==> config.mk <==
export PLATFORM = sky130hd
export DESIGN_NAME = imm_splitter
export DESIGN_NICKNAME = d
export VERILOG_FILES = /design/src/rtl/imm_splitter.sv
export SDC_FILE = /design/constraint.sdc
export NUM_CORES = 1
export LEC_CHECK = 0
export CAP_MARGIN = 20
export CORE_MARGIN = 5
export CORE_UTILIZATION = 50
export DETAILED_ROUTE_END_ITERATION = 8
export DONT_BUFFER_PORTS = 1
export SYNTH_ARGS = -nofsm -noshare
export SYNTH_HDL_FRONTEND = slang
export SYNTH_SLANG_ARGS = --single-unit
==> constraint.sdc <==
create_clock -name clock -period 5.5 [get_ports clock]
set_clock_uncertainty 0.1 [all_clocks]
set_input_delay 1.375 -clock clock [delete_from_list [all_inputs] [get_ports clock]]
set_output_delay 1.375 -clock clock [all_outputs]
set_load 0.01 [all_outputs]
==> src/rtl/imm_splitter.sv <==
// imm_splitter
//   Narrows a 32-bit constant into one or two 16-bit immediate beats. Each
//   beat carries the extension mode the decode-stage extender applies:
//     2'b00 sign-extend, 2'b01 zero-on-low (upper load), 2'b10 zero-on-high.
//   A two-beat pair is 01/high half, then 10/low half (OR-combined).
//
// Optional feature: define IMM_SPLIT_SIGNED_EN to enable mode 00, so small
//   negatives (v[31:15] all ones) take a single sign-extended beat.
//
// Ports
//   clock        sole clock, rising edge
//   reset        asynchronous, active-high
//   in_valid     in_value is presented
//   in_ready     block accepts in_value this cycle (combinational)
//   in_value     32-bit constant to split
//   out_valid    out_imm/out_mode/out_last hold a beat
//   out_ready    consumer takes the beat this cycle
//   out_imm      16-bit immediate field
//   out_mode     extension mode of this beat
//   out_last     beat completes the constant
//   split_count  saturating count of constants that needed two beats
module imm_splitter (
  input  logic        clock,
  input  logic        reset,
  input  logic        in_valid,
  output logic        in_ready,
  input  logic [31:0] in_value,
  output logic        out_valid,
  input  logic        out_ready,
  output logic [15:0] out_imm,
  output logic [1:0]  out_mode,
  output logic        out_last,
  output logic [15:0] split_count
);

  typedef enum logic [1:0] {
    ST_IDLE   = 2'd0,
    ST_SINGLE = 2'd1,
    ST_HIGH   = 2'd2,
    ST_LOW    = 2'd3
  } state_t;

  localparam logic [1:0] MODE_SEXT = 2'b00;
  localparam logic [1:0] MODE_ZLO  = 2'b01;
  localparam logic [1:0] MODE_ZHI  = 2'b10;

  // Counter that sticks at all-ones instead of wrapping.
  function automatic logic [15:0] sat_inc(input logic [15:0] value);
    if (value == 16'hFFFF) begin
      sat_inc = value;
    end else begin
      sat_inc = value + 16'd1;
    end
  endfunction

  state_t      state_r;
  state_t      state_s;
  logic [15:0] hold_r;
  logic [15:0] hold_s;
  logic        valid_s;
  logic [15:0] imm_s;
  logic [1:0]  mode_s;
  logic        last_s;
  logic [15:0] count_s;

  logic        two_s;
  logic [15:0] cls_imm_s;
  logic [1:0]  cls_mode_s;
  logic        accept_s;
  logic        xfer_s;

  // Ready only when no beat is pending, or the last pending beat leaves now.
  assign in_ready = (state_r == ST_IDLE) ||
                    (((state_r == ST_SINGLE) || (state_r == ST_LOW)) && out_ready);
  assign accept_s = in_valid && in_ready;
  assign xfer_s   = out_valid && out_ready;

  // Classify the presented value; the first beat's imm/mode come from here.
  always_comb begin
    two_s      = 1'b0;
    cls_imm_s  = in_value[15:0];
    cls_mode_s = MODE_ZHI;
    if (in_value[31:16] == 16'h0000) begin
      cls_imm_s  = in_value[15:0];
      cls_mode_s = MODE_ZHI;
    end
`ifdef IMM_SPLIT_SIGNED_EN
    else if (&in_value[31:15]) begin
      cls_imm_s  = in_value[15:0];
      cls_mode_s = MODE_SEXT;
    end
`endif
    else if (in_value[15:0] == 16'h0000) begin
      cls_imm_s  = in_value[31:16];
      cls_mode_s = MODE_ZLO;
    end else begin
      two_s      = 1'b1;
      cls_imm_s  = in_value[31:16];
      cls_mode_s = MODE_ZLO;
    end
  end

  // Next state and next registered outputs.
  always_comb begin
    state_s = state_r;
    valid_s = out_valid;
    imm_s   = out_imm;
    mode_s  = out_mode;
    last_s  = out_last;
    hold_s  = hold_r;
    count_s = split_count;
    case (state_r)
      ST_IDLE, ST_SINGLE, ST_LOW: begin
        // In SINGLE/LOW an accept implies the current beat transfers too.
        if (accept_s) begin
          valid_s = 1'b1;
          imm_s   = cls_imm_s;
          mode_s  = cls_mode_s;
          if (two_s) begin
            state_s = ST_HIGH;
            last_s  = 1'b0;
            hold_s  = in_value[15:0];
            count_s = sat_inc(split_count);
          end else begin
            state_s = ST_SINGLE;
            last_s  = 1'b1;
          end
        end else if (xfer_s) begin
          state_s = ST_IDLE;
          valid_s = 1'b0;
        end else begin
          state_s = state_r;
        end
      end
      ST_HIGH: begin
        if (xfer_s) begin
          state_s = ST_LOW;
          imm_s   = hold_r;
          mode_s  = MODE_ZHI;
          last_s  = 1'b1;
        end else begin
          state_s = ST_HIGH;
        end
      end
      default: begin
        state_s = ST_IDLE;
        valid_s = 1'b0;
      end
    endcase
  end

  // State, holding register and registered outputs.
  always_ff @(posedge clock or posedge reset) begin
    if (reset) begin
      state_r     <= ST_IDLE;
      hold_r      <= 16'h0000;
      out_valid   <= 1'b0;
      out_imm     <= 16'h0000;
      out_mode    <= 2'b00;
      out_last    <= 1'b0;
      split_count <= 16'h0000;
    end else begin
      state_r     <= state_s;
      hold_r      <= hold_s;
      out_valid   <= valid_s;
      out_imm     <= imm_s;
      out_mode    <= mode_s;
      out_last    <= last_s;
      split_count <= count_s;
    end
  end

endmodule

==> Yosys cells after proc, flatten, opt, wreduce, memory -nomap -nowiden <==
Index checks and enable logic that the tools add are counted.
W data, S select, Z words.
{ "word_totals": {"regBits": 54, "inputBits": 36, "output_inout_bits": 37, "elab_cells": 51} }
{ "op_classes": {"addsub": 1, "n_eq_ne": 7, "n_mux": 21, "bitwise_logic": 1, "reduce_logical": 14} }
{ "op_table": {"columns": ["operator", "n"], "rows": [
  ["$mux W16", 3],
  ["$logic_not A16 Y1", 2],
  ["$pmux W16 S2", 1],
  ["$add A16 B1 Y16 const B", 1],
  ["$eq A16 B16 Y1 const B", 1],
  ["$mux W2", 6],
  ["$mux W1", 8],
  ["$pmux W2 S2", 2],
  ["$eq A2 B2 Y1 const B", 2],
  ["$ne A2 B2 Y1 const B", 2],
  ["$reduce_and A2 Y1", 2],
  ["$reduce_and A4 Y1", 1],
  ["$logic_and A1 B1 Y1", 3],
  ["$ne A3 B3 Y1 const B", 1],
  ["$reduce_and A3 Y1", 1],
  ["$reduce_or A3 Y1", 1],
  ["$eq A2 B1 Y1 const B", 1],
  ["$logic_not A2 Y1", 1],
  ["$logic_or A1 B1 Y1", 2],
  ["$pmux W1 S2", 1],
  ["$reduce_bool A2 Y1", 1],
  ["$not A1 Y1", 1]
]} }

==> Logic depth before layout (Yosys ltp) <==
{ "depth": {"depth_word": 7, "depth_mapped": 7, "ltp_nobuf": 6} }

==> Worst setup path after synthesis <==
No wires, ideal clock.
{ "synth_timing": {"kind": "input to output", "start": "input port out_ready", "end": "output port in_ready", "arrival_ps": 1573, "t_required_ps": 4025, "setup_slack_ps": 2452, "path_stages": 2, "n_path_buf": 0, "cell_sequence": "nand2_1 -> nand2_1"} }
{ "synth_via": {"elab_chain_cells": 2} }
{ "synth_lines": {"columns": ["item", "line_no", "rtl"], "rows": [
  ["from (decl)", "29", "input logic out_ready,"],
  ["$logic_and A1 B1 Y1", "74", "(((state_r == ST_SINGLE) || (state_r == ST_LOW)) && out_ready);"],
  ["$logic_or A1 B1 Y1", "73", "assign in_ready = (state_r == ST_IDLE) ||"],
  ["to (decl)", "26", "output logic in_ready,"]
]} }
Every way passes these cells.

==> Final worst setup path <==
{ "layout_timing": {"start": "input port in_value[27]", "end": "register hold_r[7]"} }
{ "layout_via": {"elab_chain_cells": 3} }
{ "layout_lines": {"columns": ["item", "line_no", "rtl"], "rows": [
  ["from (decl)", "27", "input logic [31:0] in_value,"],
  ["$logic_not A16 Y1", "83", "if (in_value[31:16] == 16'h0000) begin"],
  ["$mux W1", "83", null],
  ["$reduce_and A3 Y1 (no source line)", null, null],
  ["to (signal assigned)", "164", "hold_r <= hold_s;"],
  ["to (decl)", "58", "logic [15:0] hold_r;"]
]} }
Every way passes these cells.
A chain may end at the register's enable or synchronous reset.

==> results.toml <==
[logic_synthesis]
synth_nets = 260
ys_types = 32
synth_warnings = 0
ys_seq_elements = 54
ys_seq_area_frac = 0.550
syn_area_mm2 = 0.00246
syn_avg_cell_area_um2 = 11.0
synthCells = 223

[placed_design]
pre_cts_slack_ps = 1900
place_congestion = 0.799
io_buffers = 0
dp_hpwl_um = 4240

[global_route]
grt_antenna_before_repair = 0
grt_max_degree = 55
grt_util_all_layers = 0.195
grt_overflow_total = 0
grt_pass1_vias = 1879
grt_pass1_wl_um = 9590

[route]
wl_um = 5830
firstDrtPassIters = 4
drcViolationCount = 0
vias = 1746
ant_nets = 0
drtIter0Drc = 81
via_per_inst = 5.98
routedWlPerCell_um = 20.0

[pwr]
p_per_area_mw_per_mm2 = 515
p_leak_uw = 0.00110
ir_drop_mv = 0.229

[timing]
hold_violations = 0
tightest_slew_ps = 987
finalCritPeriodShare = 0.609
maxSlewViolCount = 0
setup_viol = 0
fin_tns_setup_ps = 0
slew_headroom = 0.341
fmax_ghz = 0.298
rsz0062_at_grt = "no"
whs_ps = 411
postLayoutSetupSlackWorst_ps = 2150
period_needed_ps = 3350

[worst_setup_path]
path_max_fanout = 19
path_class = "primary input to flop"
end_kind = "flop"
cp_data_required_time_ps = 5590
worstReg2RegEnd = "hold_r[7]$_DFFE_PP0P_"
timing.rr.start = "state_r[0]$_DFFE_PP0P_"
cp-start-kind = "primary input"
rr_worst_depth = 5
reg2reg_slack_ps = 3270
arrival_ps = 3440

[layout]
drive_gt1_frac = 0.173
synthToLayoutAreaGrowth_pct = 6.92
fill_cells = 424
final_common_cell = "dfrtp_1"
final_cell_mix = "54 x dfrtp_1, 23 x o21ai_0, 17 x nand2_1, 17 x mux2_2"
diodes = 0
finalNetCount = 261

[cts]
cts-root-buf = "clkbuf_8"
clockBufferDepth = 2
postCtsHoldBufs = 0
path_clk_slew_ps = 100
ctsResizeCount = 0
htreeDepth = 2
clock-sinks = 54
cts_tree = "yes"
cts_setup_buffers = 0
clkLatencyLatePin_ps = 300
cts_made_buffers = 5

[floorplan]
core_area_mm2 = 0.00475
core.rowCount = 25
initial_core_util = 0.517
io_pins = 73
die_w_um = 80.1
die_y_um = 80.1
dieArea_mm2 = 0.00642

[job]
cap_viol_max_count = 0

[run_status]
status = "finished, final reports clean"

[worst_hold_path]
holdPathStages = 1
hp-start = "hold_r[13]$_DFFE_PP0P_"
hold-path-endpoint = "hold_r[13]$_DFFE_PP0P_"
hold_path.class = "flop to flop"
==> per-stage QoR <==
stage,instances,utilization,cell area (um^2),power [uW]
CTS,290,0.547,2600,1360
global placement,282,0.528,2510,1110
global route,292,0.553,2630,1450
finish,292,0.553,2630,1350
detailed placement,282,0.528,2510,1140
floorplan,223,-,2460,1030
==> power breakdown <==
part | total, uW | internal [uW] | leakage (uW) | switching, uW
clock | 221 | 89.8 | 0.0000441 | 132
sequential | 743 | 563 | 0.000655 | 180
combinational | 388 | 192 | 0.000399 | 196
total | 1350 | 845 | 0.00110 | 508
==> final cells by class <==
class / instances / area, um^2 / share of cell area
timing repair buffer: 3 / 35.0 / 0.0133
inverter: 6 / 22.5 / 0.00857
tap: 67 / 83.8 / 0.0319
multi-input combinational: 154 / 1050 / 0.398
clock inverter: 3 / 21.3 / 0.00809
clock buffer: 5 / 68.8 / 0.0262
sequential: 54 / 1350 / 0.514
==> critical path: stages <==
cell and delay [ps]:
nor4_1 520, and4_2 610, nor2_1 180, nand2_2 370, mux2_2 390
==> sequential cells by signal, indices dropped and copies added (netlist names) <==
name	cells
out_valid	1
out_last	1
split_count	16
hold_r	16
out_imm	16
state_r	2
out_mode	2
==> cell usage after synthesis (all sizes together) <==
master	count	area, um^2
or2	1	8.76
o21ai	23	115
a21o	3	23.8
nand4	8	50.1
dfrtp	54	1350
a22oi	14	105
xor2	5	43.8
and4	2	20.0
and2b	1	8.76
a21oi	14	70.1
or2b	1	8.76
nor2	10	37.5
xnor2	10	87.6
buf	4	26.3
a211o	3	26.3
mux2i	1	10.0
mux2	17	191
nor4	10	62.6
clkbuf	5	18.8
and3	2	12.5
or4b	1	10.0
nand2	18	70.1
a2bb2oi	1	8.76
nand3	5	25.0
nor3	1	10.0
a2111oi	1	15.0
ha	1	12.5
inv	6	22.5
nor2b	1	6.26
==> kinds of logic (layout without fill, tap and decap cells) <==
kind of cell | count (synthesis) | count (layout) | synth area share
buf+inv | 15 | 17 | 0.0275
mux | 18 | 18 | 0.0819
flops | 54 | 54 | 0.550
xor+xnor | 15 | 15 | 0.0534
simple gates | 61 | 61 | 0.134
fa+ha+maj | 1 | 1 | 0.00509
compound gates | 59 | 59 | 0.148
==> metal layers <==
layer / part of all wire / vias to the layer above / routed length (um) / global-route usage
met3: 0.10 / 13 / 611 / 0.0863
met5: 0 / - / 0 / 0
li1: - / 817 / - / -
met2: 0.46 / 70 / 2660 / 0.296
met1: 0.42 / 846 / 2470 / 0.250
met4: 0.015 / 0 / 88 / 0.0591
==> worst max path at each step <==
stage / startpoint / end / slack (ps) / depth (start not counted)
floorplan: out_ready / in_ready / 2450 / 2
global placement: in_value[27] / hold_r[4]$_DFFE_PP0P_ / 1980 / 5
detailed placement: in_value[27] / hold_r[3]$_DFFE_PP0P_ / 1900 / 5
CTS: in_value[27] / hold_r[3]$_DFFE_PP0P_ / 2230 / 5
global route: in_value[27] / hold_r[5]$_DFFE_PP0P_ / 2100 / 5
finish: in_value[27] / hold_r[7]$_DFFE_PP0P_ / 2150 / 5
Note: power is estimated with default switching activity, not from simulation.
